--- config.mk ---
export PLATFORM = sky130hd
export DESIGN_NAME = la_stream_buffer
export DESIGN_NICKNAME = d
export VERILOG_FILES = /design/src/rtl/la_stream_buffer_pkg.sv /design/src/rtl/la_stream_buffer.sv
export SDC_FILE = /design/constraint.sdc
export NUM_CORES = 1
export LEC_CHECK = 0
export BUFFER_PORTS_ARGS = -buffer_cell sky130_fd_sc_hd__buf_2
export CORE_MARGIN = 1.5
export CORE_UTILIZATION = 60
export CTS_CLUSTER_SIZE = 25
export DETAILED_ROUTE_END_ITERATION = 10
export GPL_TIMING_DRIVEN = 0
export PLACE_DENSITY = 0.83
export SLEW_MARGIN = 0
export SYNTH_ARGS = -nofsm -noshare
export SYNTH_HDL_FRONTEND = slang
export SYNTH_SLANG_ARGS = --single-unit
--- constraint.sdc ---
create_clock -name i_clk -period 3.8 [get_ports i_clk]
set_input_delay 0.38 -clock i_clk [delete_from_list [all_inputs] [get_ports i_clk]]
set_output_delay 0.38 -clock i_clk [all_outputs]
set_load 0.01 [all_outputs]
--- src/rtl/la_stream_buffer_pkg.sv ---
// Shared helpers for stream-buffer style blocks; holds nothing specific to one block.
package la_stream_buffer_pkg;

    // Bit width needed to index n items, never less than one bit.
    function automatic int unsigned idx_width(input int unsigned n);
        return (n < 2) ? 1 : $clog2(n);
    endfunction

endpackage

--- src/rtl/la_stream_buffer.sv ---
// Valid/ready FIFO buffer with level and almost-full reporting.
// Optional combinational bypass when empty: define LA_STREAM_BUFFER_BYPASS_EN.
module la_stream_buffer
    import la_stream_buffer_pkg::*;
#(
    parameter int unsigned DW           = 32,
    parameter int unsigned DEPTH        = 4,
    parameter int unsigned AF_LEVEL     = DEPTH - 1,
    parameter bit          OPT_LOWPOWER = 1'b0
) (
    input  logic                             i_clk,
    input  logic                             i_reset_n,
    input  logic                             i_flush,
    input  logic                             i_valid,
    output logic                             o_ready,
    input  logic [DW-1:0]                    i_data,
    output logic                             o_valid,
    input  logic                             i_ready,
    output logic [DW-1:0]                    o_data,
    output logic [idx_width(DEPTH+1)-1:0]    o_level,
    output logic                             o_almost_full
);

    localparam int unsigned AW = idx_width(DEPTH);
    localparam int unsigned PW = AW + 1;
    localparam int unsigned LW = idx_width(DEPTH + 1);

    logic [DW-1:0] mem_q [DEPTH];
    logic [PW-1:0] wr_ptr_q, wr_ptr_d;
    logic [PW-1:0] rd_ptr_q, rd_ptr_d;
    logic [LW-1:0] level_q, level_d;

    logic          full;
    logic          empty;
    logic          push;
    logic          pop;
    logic          store;
    logic          pop_mem;
    logic          valid_raw;
    logic [DW-1:0] data_raw;

    assign full  = (wr_ptr_q[AW] != rd_ptr_q[AW]) && (wr_ptr_q[AW-1:0] == rd_ptr_q[AW-1:0]);
    assign empty = (wr_ptr_q == rd_ptr_q);

    // o_ready depends only on registered pointers in both builds.
    assign o_ready = !full;

`ifdef LA_STREAM_BUFFER_BYPASS_EN
    assign valid_raw = empty ? i_valid : 1'b1;
    assign data_raw  = empty ? i_data  : mem_q[rd_ptr_q[AW-1:0]];
`else
    assign valid_raw = !empty;
    assign data_raw  = mem_q[rd_ptr_q[AW-1:0]];
`endif

    assign o_valid = valid_raw;
    assign o_data  = (OPT_LOWPOWER && !valid_raw) ? '0 : data_raw;

    assign push    = i_valid && o_ready;
    assign pop     = o_valid && i_ready;
    assign pop_mem = pop && !empty;

`ifdef LA_STREAM_BUFFER_BYPASS_EN
    // A beat consumed straight through while empty never occupies a slot.
    assign store = push && !(empty && pop);
`else
    assign store = push;
`endif

    always_comb begin
        wr_ptr_d = wr_ptr_q;
        rd_ptr_d = rd_ptr_q;
        level_d  = level_q;
        if (i_flush) begin
            wr_ptr_d = '0;
            rd_ptr_d = '0;
            level_d  = '0;
        end else begin
            if (store)   wr_ptr_d = wr_ptr_q + PW'(1);
            if (pop_mem) rd_ptr_d = rd_ptr_q + PW'(1);
            case ({store, pop_mem})
                2'b10:   level_d = level_q + LW'(1);
                2'b01:   level_d = level_q - LW'(1);
                default: level_d = level_q;
            endcase
        end
    end

    always_ff @(posedge i_clk or negedge i_reset_n) begin
        if (!i_reset_n) begin
            wr_ptr_q <= '0;
            rd_ptr_q <= '0;
            level_q  <= '0;
        end else begin
            wr_ptr_q <= wr_ptr_d;
            rd_ptr_q <= rd_ptr_d;
            level_q  <= level_d;
        end
    end

    // Storage carries no reset; stale entries are unreachable once pointers clear.
    always_ff @(posedge i_clk) begin
        if (store && !i_flush) begin
            mem_q[wr_ptr_q[AW-1:0]] <= i_data;
        end
    end

    assign o_level       = level_q;
    assign o_almost_full = (level_q >= LW'(AF_LEVEL));

endmodule

### Yosys cells after proc, flatten, opt, wreduce, memory -nomap -nowiden

Memories as Yosys holds them, arrays and structs flattened.
Index checks and enable logic that the tools add are counted.

| word-level totals | value |
|---|---|
| memories kept | 1 |
| memory bits (read-only) | 0 |
| bits in latches | 0 |
| bits in writable memories | 128 |
| register bits | 9 |
| output and inout bits | 38 |

Memory list:

| memory | words | bits a word | read ports | clocked after Yosys merged registers in | write ports | RTL line | RTL |
|---|---|---|---|---|---|---|---|
| mem_q | 4 | 32 | 1 | 0 | 1 | la_stream_buffer.sv:28 | `logic [DW-1:0] mem_q [DEPTH];` |

| cells by class | value |
|---|---|
| add/subtract/negate cells | 4 |
| shifts and indexed selects | 0 |
| order comparisons | 1 |
| multipliers | 0 |
| bitwise operators | 0 |
| div/mod/pow operators | 0 |
| reduce and logical (&&, ||, !) cells | 11 |
| mux-type cells | 8 |
| equality and inequality tests | 5 |

Operator list:

| operator | number |
|---|---|
| $mux 3 | 5 |
| $add 3x1->3 const B | 3 |
| $pmux 3 s2 | 1 |
| $logic_and 1x1->1 | 5 |
| $reduce_bool 2->1 | 2 |
| $eq 3x3->1 | 1 |
| $ge 3x2->1 const B | 1 |
| $logic_not 1->1 | 3 |
| $reduce_bool 3->1 | 1 |
| $sub 3x1->3 const B | 1 |
| $eq 2x1->1 const B | 1 |
| $eq 2x2->1 | 1 |
| $eq 2x2->1 const B | 1 |
| $mux 1 | 2 |
| $ne 1x1->1 | 1 |

### Longest topological paths before layout

| depth | value |
|---|---|
| depth in word-level cells | 7 |
| gate-level depth with buffers | 9 |
| gate-level depth less buffers | 8 |

### Worst setup path after synthesis

No wires, ideal clock.

| path | value |
|---|---|
| path kind | register to register |
| from | register rd_ptr_q[0] |
| to | memory mem_q[0][0] (enable) |
| arrival time | 1.967 ns |
| path buffers | 1 |
| setup slack | 1.441 ns |
| cell stages (with the launch flop) | 7 |
| period minus slack after synthesis | 2.359 ns |
| path through | dfrtp_1 -> buf_4 -> xnor2_2 -> nand3_1 -> nand2_1 -> nor2_1 -> and2_1 |

| between the ends | value |
|---|---|
| word-level cells in the longest chain between the ends | 7 |

RTL lines:

| element | RTL line | RTL |
|---|---|---|
| from (decl) | la_stream_buffer.sv:30 | `logic [PW-1:0] rd_ptr_q, rd_ptr_d;` |
| from (signal assigned) | la_stream_buffer.sv:96 | `rd_ptr_q <= rd_ptr_d;` |
| $eq 2x2->1 | la_stream_buffer.sv:42 | `assign full = (wr_ptr_q[AW] != rd_ptr_q[AW]) && (wr_ptr_q[AW-1:0] == rd_ptr_q[AW-1:0]);` |
| $logic_and 1x1->1 | la_stream_buffer.sv:42 |  |
| $logic_not 1->1 | la_stream_buffer.sv:46 | `assign o_ready = !full;` |
| net o_ready | la_stream_buffer.sv:15 | `output logic o_ready,` |
| $logic_and 1x1->1 | la_stream_buffer.sv:59 | `assign push = i_valid && o_ready;` |
| $logic_and 1x1->1 | la_stream_buffer.sv:103 | `if (store && !i_flush) begin` |
| $mux 1 | la_stream_buffer.sv:103 |  |
| $mux 1 (not written as such) | la_stream_buffer.sv:104 | `mem_q[wr_ptr_q[AW-1:0]] <= i_data;` |
| to (decl) | la_stream_buffer.sv:28 |  |

The timed path passes the listed nets, and every way through them passes these cells.

### Worst setup path in the final report

| path | value |
|---|---|
| from | register rd_ptr_q[1] |
| to | output o_data[26] |

| between the ends | value |
|---|---|
| word-level cells in the longest chain between the ends | 1 |

RTL lines:

| element | RTL line | RTL |
|---|---|---|
| $mem_v2 4x32 | - |  |
| to (decl) | la_stream_buffer.sv:19 | `output logic [DW-1:0] o_data,` |

Every way passes these cells.

==> results.md <==
- The number of nets in the synthesized netlist is about 280.
- After clock tree synthesis, the clock-pin slew on the worst setup and hold paths is roughly 60 ps.
- The die area is 9320 sq um.
- The clock net in this run drives a total of ~140 sinks.
- The buffer levels on the longest clock path is 2.
- The number of vias per cell after detailed routing is 5.834.
- The number of failing setup endpoints in the final timing report is 0.
- Of the synthesized area, sequential elements account for 0.7750.
- Post-CTS timing repair inserted 0 buffers for setup.
- Traced cell by cell, the critical path runs through buf_2 -> clkbuf_1 -> mux4_2 -> buf_2.
- The maximum vdd ir drop is 407.1 uV.
- Counting flops and latches in the post-synthesis netlist gives ~140.
- The clock latency reported for the late side of the worst-skew pair is 520 ps.
- The total detailed-routing wirelength is between 9000 and 10,000 um.
- The yosys synthesis warning count is 0.
- Data arrives at the worst endpoint at about 2200 ps.
- The final max-slew violation count is 0.
- The post-synthesis instance total is approximately 230.
- The count of instances resized after the clock tree is built is 0.
- Compared with the post-synthesis result, the final layout area differs by 20.07%.
- By instance count, the cell type seen most on the critical path is sky130_fd_sc_hd__buf_2.
- The via count of the first global-routing pass is ~2,700.
- The proportion of netlist area held by the largest area contributor is 0.7321.
- In this run the cell area of the synthesized design comes to ~5300 sq um.
- Counting I/O delays and the setup requirement, the final critical path takes 2562 ps.
- Among all flip-flop cells after synthesis, the most frequent one is sky130_fd_sc_hd__edfxtp_1.
- The number of antenna violations at the first check in global routing is 0.
- The CTS tree is done.
- Max-cap violations in this run came to 0.
- Of the cells placed in the final design, the portion with a size suffix greater than 1 is 0.4412.
- Setup repair after global routing left no endpoint under its margin.
- The remaining global-route overflow is 0.
- In the routed design, unresolved DRC markers number 0.
- The number of antenna-violating nets in the routed design is 0.
- The finished layout cell area is 6304 sq um.
- The total global routing track utilization is 0.2276.
- Ranked by total cell area, the synthesized netlist is headed by sky130_fd_sc_hd__edfxtp_1 73%, sky130_fd_sc_hd__mux4_2 14%, sky130_fd_sc_hd__dfrtp_1 4.3%.
- In this run the worst hold path is classified as primary input to flop.
- The count of vias placed by the detailed router is about 2,600.
- The total of buffers placed on input and output ports is 73.
- The global-route wire length before repair is approximately 14,000 um.
- The library cells used most frequently in the layout, excluding fill and tap cells, are 128 x sky130_fd_sc_hd__edfxtp_1, 78 x sky130_fd_sc_hd__buf_2, 32 x sky130_fd_sc_hd__mux4_2, 16 x sky130_fd_sc_hd__clkbuf_16, 10 x sky130_fd_sc_hd__nor2_1.
- The number of rows created at floorplan is 33.
- The power density normalized to cell area is between 600 and 700 nW/um^2.
- The flow ran to the end, and the final reports show no timing, DRC or antenna violations.
- The repair_antennas step left the layout with diodes totalling 0.
- The floorplan step set the die height to 96.54 um.
- The transition time at the pin with the least slew margin is 863.3 ps.
- The element type at the critical path start is a flop.
- The initial standard-cell utilization of the core is 0.6295.
- The number of different library cells used by synthesis comes to 28.
- The library cell contributing the largest single delay on the critical path is sky130_fd_sc_hd__clkbuf_1.
- The floorplan die width is approximately 97 um.
- The async set-or-reset flop fraction in the synthesized netlist is 0.06569.
- The detailed placement HPWL is roughly 5300 um.
- After detailed placement, the total cell area comes to about 5800 sq um.
- The worst slew margin relative to its limit is 0.4245.
- The tree is rooted in a sky130_fd_sc_hd__clkbuf_8.
- The final hold violation count was 0.
- For the worst setup path, the data required time is roughly 3400 ps.
- The routability-driven placement congestion ratio is 0.7596.
- The I/O pin count is 75.
- The biggest area consumer among synthesized cells is sky130_fd_sc_hd__edfxtp_1.
- The largest net degree at the start of global routing is 33.
- The deepest level of the CTS H-tree is 4.
- After the last flow step, the layout net total stands at between 300 and 400.
- At the end of the flow the core is filled with cells to 0.7558.
- The core footprint is about 8300 sq um.
- The critical path is of the flop to primary output type.
- The number of synthesized flops with an enable pin is roughly 130.
- The worst clock skew on the final layout is between 10 and 15 ps.
- The nature of the critical path endpoint is a primary output.
- The initial detailed-routing violation count is 133.
- Of the available clock period, the critical path in the final layout requires 0.6743.
- The top achievable clock speed is ~390 MHz.
- The most frequent standard cell in the layout excluding fill and tap cells is sky130_fd_sc_hd__edfxtp_1.
- Summed over all failing endpoints, the final setup total negative slack is 0 ps.
- Counting the fill cells in the layout gives roughly 460.
- The average instance in the mapped netlist occupies between 20 and 25 sq um.
- The register-to-register path setup slack is around 1400 ps.
- After clock tree synthesis, the flow added hold-fix buffers numbering 1.
- In this design, the stage delay of the slowest critical-path cell is about 530 ps.
- The largest driver fanout on the critical path is 10.
- The standby leakage power is 0.002237 uW.
- The routed length per placed instance is roughly 21 um.
- The number of buffers created by CTS is 17.
- The iteration count of the initial detailed-routing pass is 4.
-- power breakdown --
part / internal, uW / switching [uW]
clock network: 873 / 621
registers: 1710 / 28.5
logic: 294 / 304
total: 2880 / 953
-- registers in the layout (all words and copies together), names as in the netlist --
signal and count:
mem_q 128, rd_ptr_q 3, wr_ptr_q 3, o_level 3
-- routing by layer --
layer  routed length (um)  up-vias  GRT usage
li1                     -     1145          -
met1                 3663     1326     0.2735
met2                 4972      103     0.3724
met3                  506       22    0.06573
met4                  245        0     0.1268
met5                    0        -          0
-- critical path: cells and delay by family, from the launching register on --
kind	cells	cell delay [ps]
buffers and inverters	3	900
flip-flops	1	340
multiplexers	1	430
-- Yosys cell counts (2+ instances only) --
| library cell | n |
|---|---|
| sky130_fd_sc_hd__xnor2_2 | 2 |
| sky130_fd_sc_hd__edfxtp_1 | 128 |
| sky130_fd_sc_hd__xnor2_1 | 2 |
| sky130_fd_sc_hd__inv_1 | 2 |
| sky130_fd_sc_hd__ha_1 | 5 |
| sky130_fd_sc_hd__mux2i_1 | 4 |
| sky130_fd_sc_hd__buf_2 | 5 |
| sky130_fd_sc_hd__clkbuf_1 | 4 |
| sky130_fd_sc_hd__nor2b_1 | 2 |
| sky130_fd_sc_hd__and2_1 | 5 |
| sky130_fd_sc_hd__a21oi_1 | 3 |
| sky130_fd_sc_hd__mux4_2 | 32 |
| sky130_fd_sc_hd__nand3_1 | 3 |
| sky130_fd_sc_hd__nor2_1 | 10 |
| sky130_fd_sc_hd__nand2_1 | 4 |
| sky130_fd_sc_hd__dfrtp_1 | 9 |
| sky130_fd_sc_hd__xor2_1 | 3 |
-- path summary, 6_finish.rpt --
kind,startpoint,endpoint,cells past startpoint
worst max-delay path,rd_ptr_q[1]$_DFFE_PN0P_,o_data[26],4
worst min-delay path,i_data[17],mem_q[0][17]$_DFFE_PP_,1
worst min register to register,rd_ptr_q[2]$_DFFE_PN0P_,rd_ptr_q[2]$_DFFE_PN0P_,2
max in group asynchronous,i_reset_n,rd_ptr_q[0]$_DFFE_PN0P_,2
min in group asynchronous,i_reset_n,o_level[1]$_DFFE_PN0P_,2
worst max register to register,rd_ptr_q[1]$_DFFE_PN0P_,o_level[2]$_DFFE_PN0P_,8
-- metrics by stage --
stage	total power [uW]	hold WS, ps	std cells	setup WS, ps
6_report	3829	75.61	445	1238
5_1_grt	3970	54.66	445	1120
4_1_cts	3863	52.09	445	1199
3_5_place_dp	2367	246.6	412	1346
3_3_place_gp	2352	243.7	412	885.0
2_1_floorplan	2167	84.41	234	1441
-- cell type report --
type | instances | area, sq um | share of cell area
multi-input combinational | 85 | 1131 | 0.1794
buffer | 10 | 47.55 | 0.007543
inverter | 2 | 7.507 | 0.001191
clock inverter | 13 | 120.1 | 0.01906
tap | 105 | 131.4 | 0.02084
clock buffer | 19 | 421.7 | 0.06689
timing repair buffer | 74 | 375.4 | 0.05955
sequential | 137 | 4069 | 0.6455
-- cells by family after synthesis --
logic type      Yosys count  synth area share
simple gates             25           0.02240
flops                   137            0.7750
buf+inv                  12           0.01049
xor+xnor                  8           0.01764
fa+ha+maj                 6           0.01573
compound gates            9           0.01168
mux                      37            0.1470
Power figures use the tool's default switching activity.
